[src/rtl/excess3_bcd_scheduler.sv]
// Two-requester round-robin front end for a shared excess-3 to BCD digit converter.
// Converts one digit per clock, least-significant first, and returns the BCD word over valid/ready.
module excess3_bcd_scheduler #(
  parameter int DIGITS = 4
) (
  input  logic                  clk,
  input  logic                  rst,
  input  logic                  req0_valid,
  input  logic [4*DIGITS-1:0]   req0_data,
  output logic                  req0_ready,
  input  logic                  req1_valid,
  input  logic [4*DIGITS-1:0]   req1_data,
  output logic                  req1_ready,
  output logic                  out_valid,
  output logic [4*DIGITS-1:0]   out_data,
  output logic                  out_id,
  output logic                  out_err,
  input  logic                  out_ready,
  output logic                  busy
);

  localparam int W  = 4 * DIGITS;
  localparam int CW = (DIGITS > 1) ? $clog2(DIGITS) : 1;

  typedef enum logic [1:0] {IDLE, CONV, DONE} state_t;

  state_t          state;
  logic            prio;
  logic [W-1:0]    shift_reg;
  logic [CW-1:0]   digit_cnt;
  logic            grant0;
  logic            grant1;
  logic [3:0]      e_digit;
  logic [3:0]      bcd_digit;
  logic            illegal;

  // NOTE: every combinational output gets a default first so no path leaves it unassigned (no latch).
  always_comb begin
    grant0 = 1'b0;
    grant1 = 1'b0;
    if (!rst && state == IDLE) begin
      grant0 = req0_valid && (!req1_valid || !prio);
      grant1 = req1_valid && (!req0_valid ||  prio);
    end
  end

  assign req0_ready = grant0;
  assign req1_ready = grant1;
  assign busy       = (state != IDLE);

  // Legal excess-3 codes are 3..12; anything else converts to 0 and flags the word.
  assign e_digit   = shift_reg[3:0];
  assign illegal   = (e_digit < 4'd3) || (e_digit > 4'd12);
  assign bcd_digit = illegal ? 4'd0 : (e_digit - 4'd3);

  // NOTE: sequential state uses non-blocking assignments only, so every register samples pre-edge values.
  always_ff @(posedge clk) begin
    if (rst) begin
      state     <= IDLE;
      prio      <= 1'b0;
      shift_reg <= '0;
      digit_cnt <= '0;
      out_valid <= 1'b0;
      out_data  <= '0;
      out_id    <= 1'b0;
      out_err   <= 1'b0;
    end else begin
      case (state)
        IDLE: begin
          if (grant0 || grant1) begin
            shift_reg <= grant1 ? req1_data : req0_data;
            out_id    <= grant1;
            out_err   <= 1'b0;
            digit_cnt <= '0;
            prio      <= grant0;
            state     <= CONV;
          end
        end
        CONV: begin
          // Converted digits enter at the MSD end so the LSD lands in place after DIGITS shifts.
          out_data  <= (out_data >> 4) | (W'(bcd_digit) << (W - 4));
          shift_reg <= shift_reg >> 4;
          if (illegal) out_err <= 1'b1;
          if (digit_cnt == CW'(DIGITS - 1)) begin
            out_valid <= 1'b1;
            state     <= DONE;
          end else begin
            digit_cnt <= digit_cnt + 1'b1;
          end
        end
        DONE: begin
          if (out_ready) begin
            out_valid <= 1'b0;
            state     <= IDLE;
          end
        end
        default: state <= IDLE;
      endcase
    end
  end

endmodule

[config.mk]
export PLATFORM = sky130hd
export DESIGN_NAME = excess3_bcd_scheduler
export DESIGN_NICKNAME = d
export VERILOG_FILES = /design/src/rtl/excess3_bcd_scheduler.sv
export SDC_FILE = /design/constraint.sdc
export NUM_CORES = 1
export LEC_CHECK = 0
export ABC_AREA = 1
export CAP_MARGIN = 5
export CORE_UTILIZATION = 47
export CTS_CLUSTER_DIAMETER = 200
export DETAILED_ROUTE_END_ITERATION = 8
export GPL_TIMING_DRIVEN = 1
export PLACE_DENSITY = 0.8
export RECOVER_POWER = 100
export SLEW_MARGIN = 20
export SYNTH_ARGS = -nofsm -noshare
export SYNTH_HDL_FRONTEND = slang
export SYNTH_SLANG_ARGS = --single-unit
[constraint.sdc]
create_clock -name clk -period 1.44 [get_ports clk]
set_input_delay 0.216 -clock clk [delete_from_list [all_inputs] [get_ports clk]]
set_output_delay 0.216 -clock clk [all_outputs]
set_load 0.02 [all_outputs]
==> run metrics, run 1 <==
ant diodes 0; share of cells above drive strength 1 12.47%; part of the Yosys area used for sequential elements 40.00%; Initial DRC Count 126; Max Cap Viol 0; gr ovfl total 0; FP Rows 23; Buf+Inv Stages, Crit Path 4; fillcell total 370; CP endpoint kind flop; Yosys reg bits 40; number of global-route vias before repair 1792; port buffer count 58; vias 2083; Worst Reg2Reg Path Length in Cells 11; simple-gate share of the synthesized area 37.19%; Hold Path Sink state[1]; FF-to-FF setup slack 0.01 ns; Post-synth EDFFs 0; post-synth top area cell dfxtp_1; Slowest-stage cell, CP dfxtp_2; RSZ-0062 raised after global routing true; top-count cell post-synth nand2_1; most frequent cells after synthesis nand2_1, inv_1, dfxtp_1; drt pass-1 iters 4; Layout area overhead 42.56%; top cells by area, synth dfxtp_1, nand2_1, nand3_1, inv_1, nor2_1; CP Cell Sequence inv_2, nand2_1, nand2_2, nor2_8, buf_6, nor2_4, clkbuf_16, nand3_1, nand3_1, nand2_1, inv_1; setup_tns 0 ns; mux cell area share after synthesis 0%; largest family of logic cells by synthesized area simple AND/OR/NAND/NOR gates; routed len/inst 11.08 um; Avg Inst Size Synth 6.564 um2; Clock Pin Slew Worst Setup and Hold Paths 0.07 ns; Pleak 1.519 nW; Final Critical Period 1.429 ns; core area 0.004058 mm2; synth unique cells 24; TritonCTS clock tree done; async set or reset register ratio after synthesis 0%; Synth warnings 0; crit start category flop; Final Cell Area 0.002854 mm2; die width 67.27 um; Via density 4.878; CP required 1.68 ns; Hold Path Depth 3; Crit Path Max Fanout 6; Root Buffer Master clkbuf_8; Setup Skew 0.001721 ns; WS Path Type flop to flop; critical path arrival 1.67 ns; final hold vios 0; peak supply drop 0.5442 mV; top-level I/O count 59; Slew Limit Headroom 75.18%; Adder-Cell Fraction of Synth Area 1.875%; Die Ht 67.27 um; dpl cell area 0.002713 mm2; WL final 4.730 mm; die area 0.004525 mm2; gp weighted congestion 0.8147; Net Count, Synth 345; initial antenna violation count 0; Max Fclk 699.9 MHz; Sink Count 40; Net count, final 417; worst slew pin tran 0.3717 ns; Final Cycle Share 99.22%; status complete, no violations; Routed Antenna Nets 0; crit-path leading delay family simple AND/OR/NAND/NOR gates; RR Startpoint prio; Setup-failing EPs final 0; GRT Total Usage 21.76%; Post-route DRC 0; top cell type's share of synthesized area 40.00%; Post-Synth XOR/XNOR Area 0.4375%; Power Density 987.2 mW/mm2; CTS max path bufs 2; CP peak stage delay 0.33 ns; first-pass GRT wire length 7.410 mm; min-delay src rst; largest net degree at the start of global routing 27; HPWL after DPL 3.363 mm; clock latency on the worst-skew pair 0.29 ns; Hold Crit Class input port to flop; CTS Hold Buffers Added 0; Slew Viols, Final 0; H-tree Lvls 2; Main synth FF type dfxtp_1; Compound-Gate Fraction of Synth Area 7.813%; R2R Path End shift_reg[3]; Initial Util 49.34%; CTS Buf Count 5; Post-Syn Area 0.002002 mm2; post-synthesis cell count 305
==> kinds of logic after synthesis <==
kind of cell	after synthesis
adder cells (fa/ha/maj)	3
AO/OA/AOI/OAI	30
AND/OR/NAND/NOR	170
flip-flops	40
buffers and inverters	61
XOR/XNOR	1
==> worst max-delay path by stage <==
| stage | from | to | slack [ns] | cells past startpoint |
|---|---|---|---|---|
| 6_report | prio | shift_reg[3] | 0.01 | 11 |
| 5_1_grt | prio | shift_reg[3] | -0.05 | 11 |
| 4_1_cts | state[0] | busy | 0.005 | 4 |
| 3_5_place_dp | req0_valid | req1_ready | -0.36 | 5 |
| 3_3_place_gp | rst | req1_ready | -0.35 | 5 |
| 2_1_floorplan | state[0] | shift_reg[10] | 0.03 | 9 |
==> area by class of cell <==
class,instances,area (um2),area share [%]
multi-input cells,204,964.7,33.80
inverters,49,183.9,6.445
clock buffers,7,96.34,3.376
flip-flops and latches,40,804.5,28.19
repair buffers,77,742.0,26.00
well taps,50,62.56,2.192
==> worst min-delay path: cells and delay by family <==
family	cells	cell delay, ns
AOI/OAI and AO/OA	1	0.05
buffers and inverters	2	0.34
==> report_power, final <==
part           switching (mW)  total, mW  internal, mW
registers              0.0601       1.26          1.20
clock network           0.371      0.798         0.426
logic                   0.410      0.757         0.347
==> metrics by stage <==
| stage | power [mW] | utilization (%) | setup WS (ns) | std cells | hold slack [ns] |
|---|---|---|---|---|---|
| finish | 2.817 | 70.34 | 0.01123 | 427 | 0.3587 |
| global route | 2.970 | 70.34 | -0.04612 | 427 | 0.3614 |
| CTS | 2.793 | 68.49 | 0.004624 | 423 | 0.4730 |
| detailed placement | 2.038 | 66.85 | -0.3555 | 416 | 0.4528 |
| global placement | 2.020 | 66.85 | -0.3476 | 416 | 0.4525 |
| floorplan | 1.712 | - | 0.03256 | 305 | 0.2851 |
==> placed cells by master (no fill, tap or decap), types with 2 or more instances in the layout <==
| master | Yosys | routed |
|---|---|---|
| a21oi_1 | 14 | 14 |
| buf_12 | 0 | 2 |
| buf_2 | 2 | 2 |
| buf_4 | 2 | 14 |
| buf_6 | 2 | 2 |
| clkbuf_8 | 0 | 7 |
| clkdlybuf4s50_1 | 0 | 33 |
| dfxtp_1 | 40 | 37 |
| dfxtp_2 | 0 | 3 |
| dlygate4sd2_1 | 0 | 19 |
| dlymetal6s2s_1 | 0 | 3 |
| ha_1 | 3 | 3 |
| inv_1 | 44 | 44 |
| inv_2 | 4 | 5 |
| nand2_1 | 93 | 93 |
| nand2_4 | 3 | 3 |
| nand3_1 | 38 | 38 |
| nor2_1 | 29 | 28 |
| nor2_4 | 1 | 4 |
| o21ai_0 | 13 | 13 |
| o31ai_1 | 2 | 2 |
==> what timing repair did <==
item,4_1_cts,5_1_grt
setup endpoints to repair,22,22
cloned,0,1
hold endpoints to repair,0,0
pin swaps,0,11
buffers inserted,0,3
gates resized for setup,29,14
==> routing by layer <==
metal | GRT usage [%] | vias to the layer above | routed length (um)
met1 | 25.31 | 945 | 2092
li1 | - | 1084 | -
met2 | 39.25 | 49 | 2368
met4 | 6.383 | 0 | 65
met5 | 0 | - | 0
met3 | 5.068 | 5 | 204
No activity file was read; power rests on OpenSTA's default activity.
==> run 2, diff against run 1 <==
--- a/config.mk
+++ b/config.mk
@@ -7,11 +7,11 @@
 export LEC_CHECK = 0
 export ABC_AREA = 1
 export CAP_MARGIN = 5
-export CORE_UTILIZATION = 47
+export CORE_UTILIZATION = 42
 export CTS_CLUSTER_DIAMETER = 200
 export DETAILED_ROUTE_END_ITERATION = 8
 export GPL_TIMING_DRIVEN = 1
-export PLACE_DENSITY = 0.8
+export PLACE_DENSITY = 0.75
 export RECOVER_POWER = 100
 export SLEW_MARGIN = 20
 export SYNTH_ARGS = -nofsm -noshare
==> constraint.sdc (replaced) <==
create_clock -name clk -period 1.3 [get_ports clk]
set_input_delay 0.195 -clock clk [delete_from_list [all_inputs] [get_ports clk]]
set_output_delay 0.195 -clock clk [all_outputs]
set_load 0.02 [all_outputs]
==> run metrics, run 2 (synthesis gave the netlist of run 1 again) <==
Initial DRC Count 203; HPWL after DPL 3.347 mm; most frequent cells in the layout nand2_1, inv_1, dfxtp_1; share of cells above drive strength 1 26.28%; Non-Filler Instances 444; initial antenna violation count 0; ant diodes 0; die area 0.005047 mm2; gp weighted congestion 0.7897; Final Critical Period 1.418 ns; CTS Buf Count 5; port buffer count 58; routed len/inst 13.82 um; RSZ-0062 raised after global routing true; Power Density 1019 mW/mm2; Root Buffer Master clkbuf_8; Routed Antenna Nets 0; Final Cell Area 0.003299 mm2; setup_tns -1.340 ns; critical path arrival 1.65 ns; Max Fclk 705.1 MHz; Setup Skew 0.009202 ns; placed instance count 421; number of global-route vias before repair 2128; area of the multi-input gates 0.001245 mm2; FP Rows 24; CP endpoint kind flop; Hold Crit Class flop to flop; Net count, final 431; peak supply drop 0.4703 mV; fillcell total 323; vias 2259; first-pass GRT wire length 9.522 mm; Pleak 1.672 nW; WS Path Type flop to flop; drt pass-1 iters 6; crit start category flop; Setup-failing EPs final 22; setup ws final -0.1182 ns; dpl cell area 0.002755 mm2; Slew Viols, Final 0; Layout area overhead 64.81%; Sink Count 40; Storage cell area 814.5 um2; core area 0.004474 mm2; WL final 6.138 mm; Max Cap Viol 0; H-tree Lvls 2; Worst Reg2Reg Path Length in Cells 11; Core Util, Final 73.74%; status finished, violations left; Crit Path Max Fanout 5; Hold Path Depth 2; Setup WS pre-CTS -0.4910 ns; die width 71.04 um; TritonCTS clock tree done; CP required 1.53 ns; clock latency on the worst-skew pair 0.29 ns; final hold vios 0; most common cell after layout, fill and taps aside nand2_1; Post-route DRC 0; Initial Util 44.74%; CTS Hold Buffers Added 0; failing checks negative setup slack; gr ovfl total 0; top-level I/O count 59; GRT Total Usage 23.94%; Die Ht 71.04 um; CTS max path bufs 2; Via density 5.088; Clock Pin Slew Worst Setup and Hold Paths 0.08 ns; Slew Limit Headroom 82.39%; Final Cycle Share 109.1%; worst slew pin tran 0.2642 ns; largest net degree at the start of global routing 27
[run 2: changes by cell type in the layout (fill, tap and decap cells not counted), moves of 5 or more]
| cell | delta |
|---|---|
| a21oi_1 | -5 |
| nand2_1 | -6 |
| buf_6 | +8 |
| a21oi_2 | +5 |
| nand3_1 | -27 |
| nand3_2 | +24 |
[run 2: per-stage QoR]
| stage | power [mW] | hold slack (ns) |
|---|---|---|
| 3_3_place_gp | 2.264 | 0.4529 |
| 4_1_cts | 3.242 | 0.4671 |
| 6_report | 3.362 | 0.4677 |
| 2_1_floorplan | 1.901 | 0.2641 |
| 5_1_grt | 3.518 | 0.4899 |
| 3_5_place_dp | 2.281 | 0.4547 |
[run 2: timing repair]
action / in CTS / in global routing
gates cloned: 3 / 0
resized for setup: 87 / 31
buffers inserted: 12 / 1
endpoints found under the setup margin: 42 / 36
pin swaps: 22 / 14
[run 2: worst max-delay path: stages, from the launching register on]
cell and delay [ns]:
dfxtp_2 0.33, inv_2 0.05, nand2_2 0.06, nand2_4 0.11, nor2_8 0.05, buf_6 0.12
nor2_4 0.20, buf_6 0.16, nand3_2 0.07, nand3_2 0.07, nand2_1 0.06, inv_1 0.08
[run 2: cell type report]
type,instances,share of cell area [%]
multi-input cells,206,37.73
repair buffers,89,27.00
flip-flops and latches,40,24.69
inverters,49,5.878
clock buffers,8,2.730
well taps,52,1.972
[run 2: per-layer routing]
metal	part of all wire (%)	vias up	track usage (%)
li1	-	1114	-
met1	40	1026	27.11
met2	52	90	44.55
met3	4.3	29	4.416
met4	3.7	0	8.889
met5	0	-	0
[run 2: worst paths after layout]
kind	startpoint	endpoint	slack (ns)
setup / recovery	prio	shift_reg[5]	-0.12
hold / removal	out_valid	out_valid	0.47
setup reg to reg	prio	shift_reg[5]	-0.12
hold reg to reg	out_valid	out_valid	0.47
[run 2: power breakdown]
group	internal [mW]	switching [mW]	total, mW
logic	0.511	0.593	1.10
clock network	0.433	0.413	0.846
registers	1.33	0.0830	1.41
total	2.27	1.09	3.36
==> run 3, diff against run 2 <==
--- a/config.mk
+++ b/config.mk
@@ -6,6 +6,7 @@
 export NUM_CORES = 1
 export LEC_CHECK = 0
 export ABC_AREA = 1
+export ABC_CLOCK_PERIOD_IN_PS = 1300
 export CAP_MARGIN = 5
 export CORE_UTILIZATION = 42
 export CTS_CLUSTER_DIAMETER = 200
==> results of run 3 <==
Same layout as run 2: the final DEF is identical, and so are final timing and power.
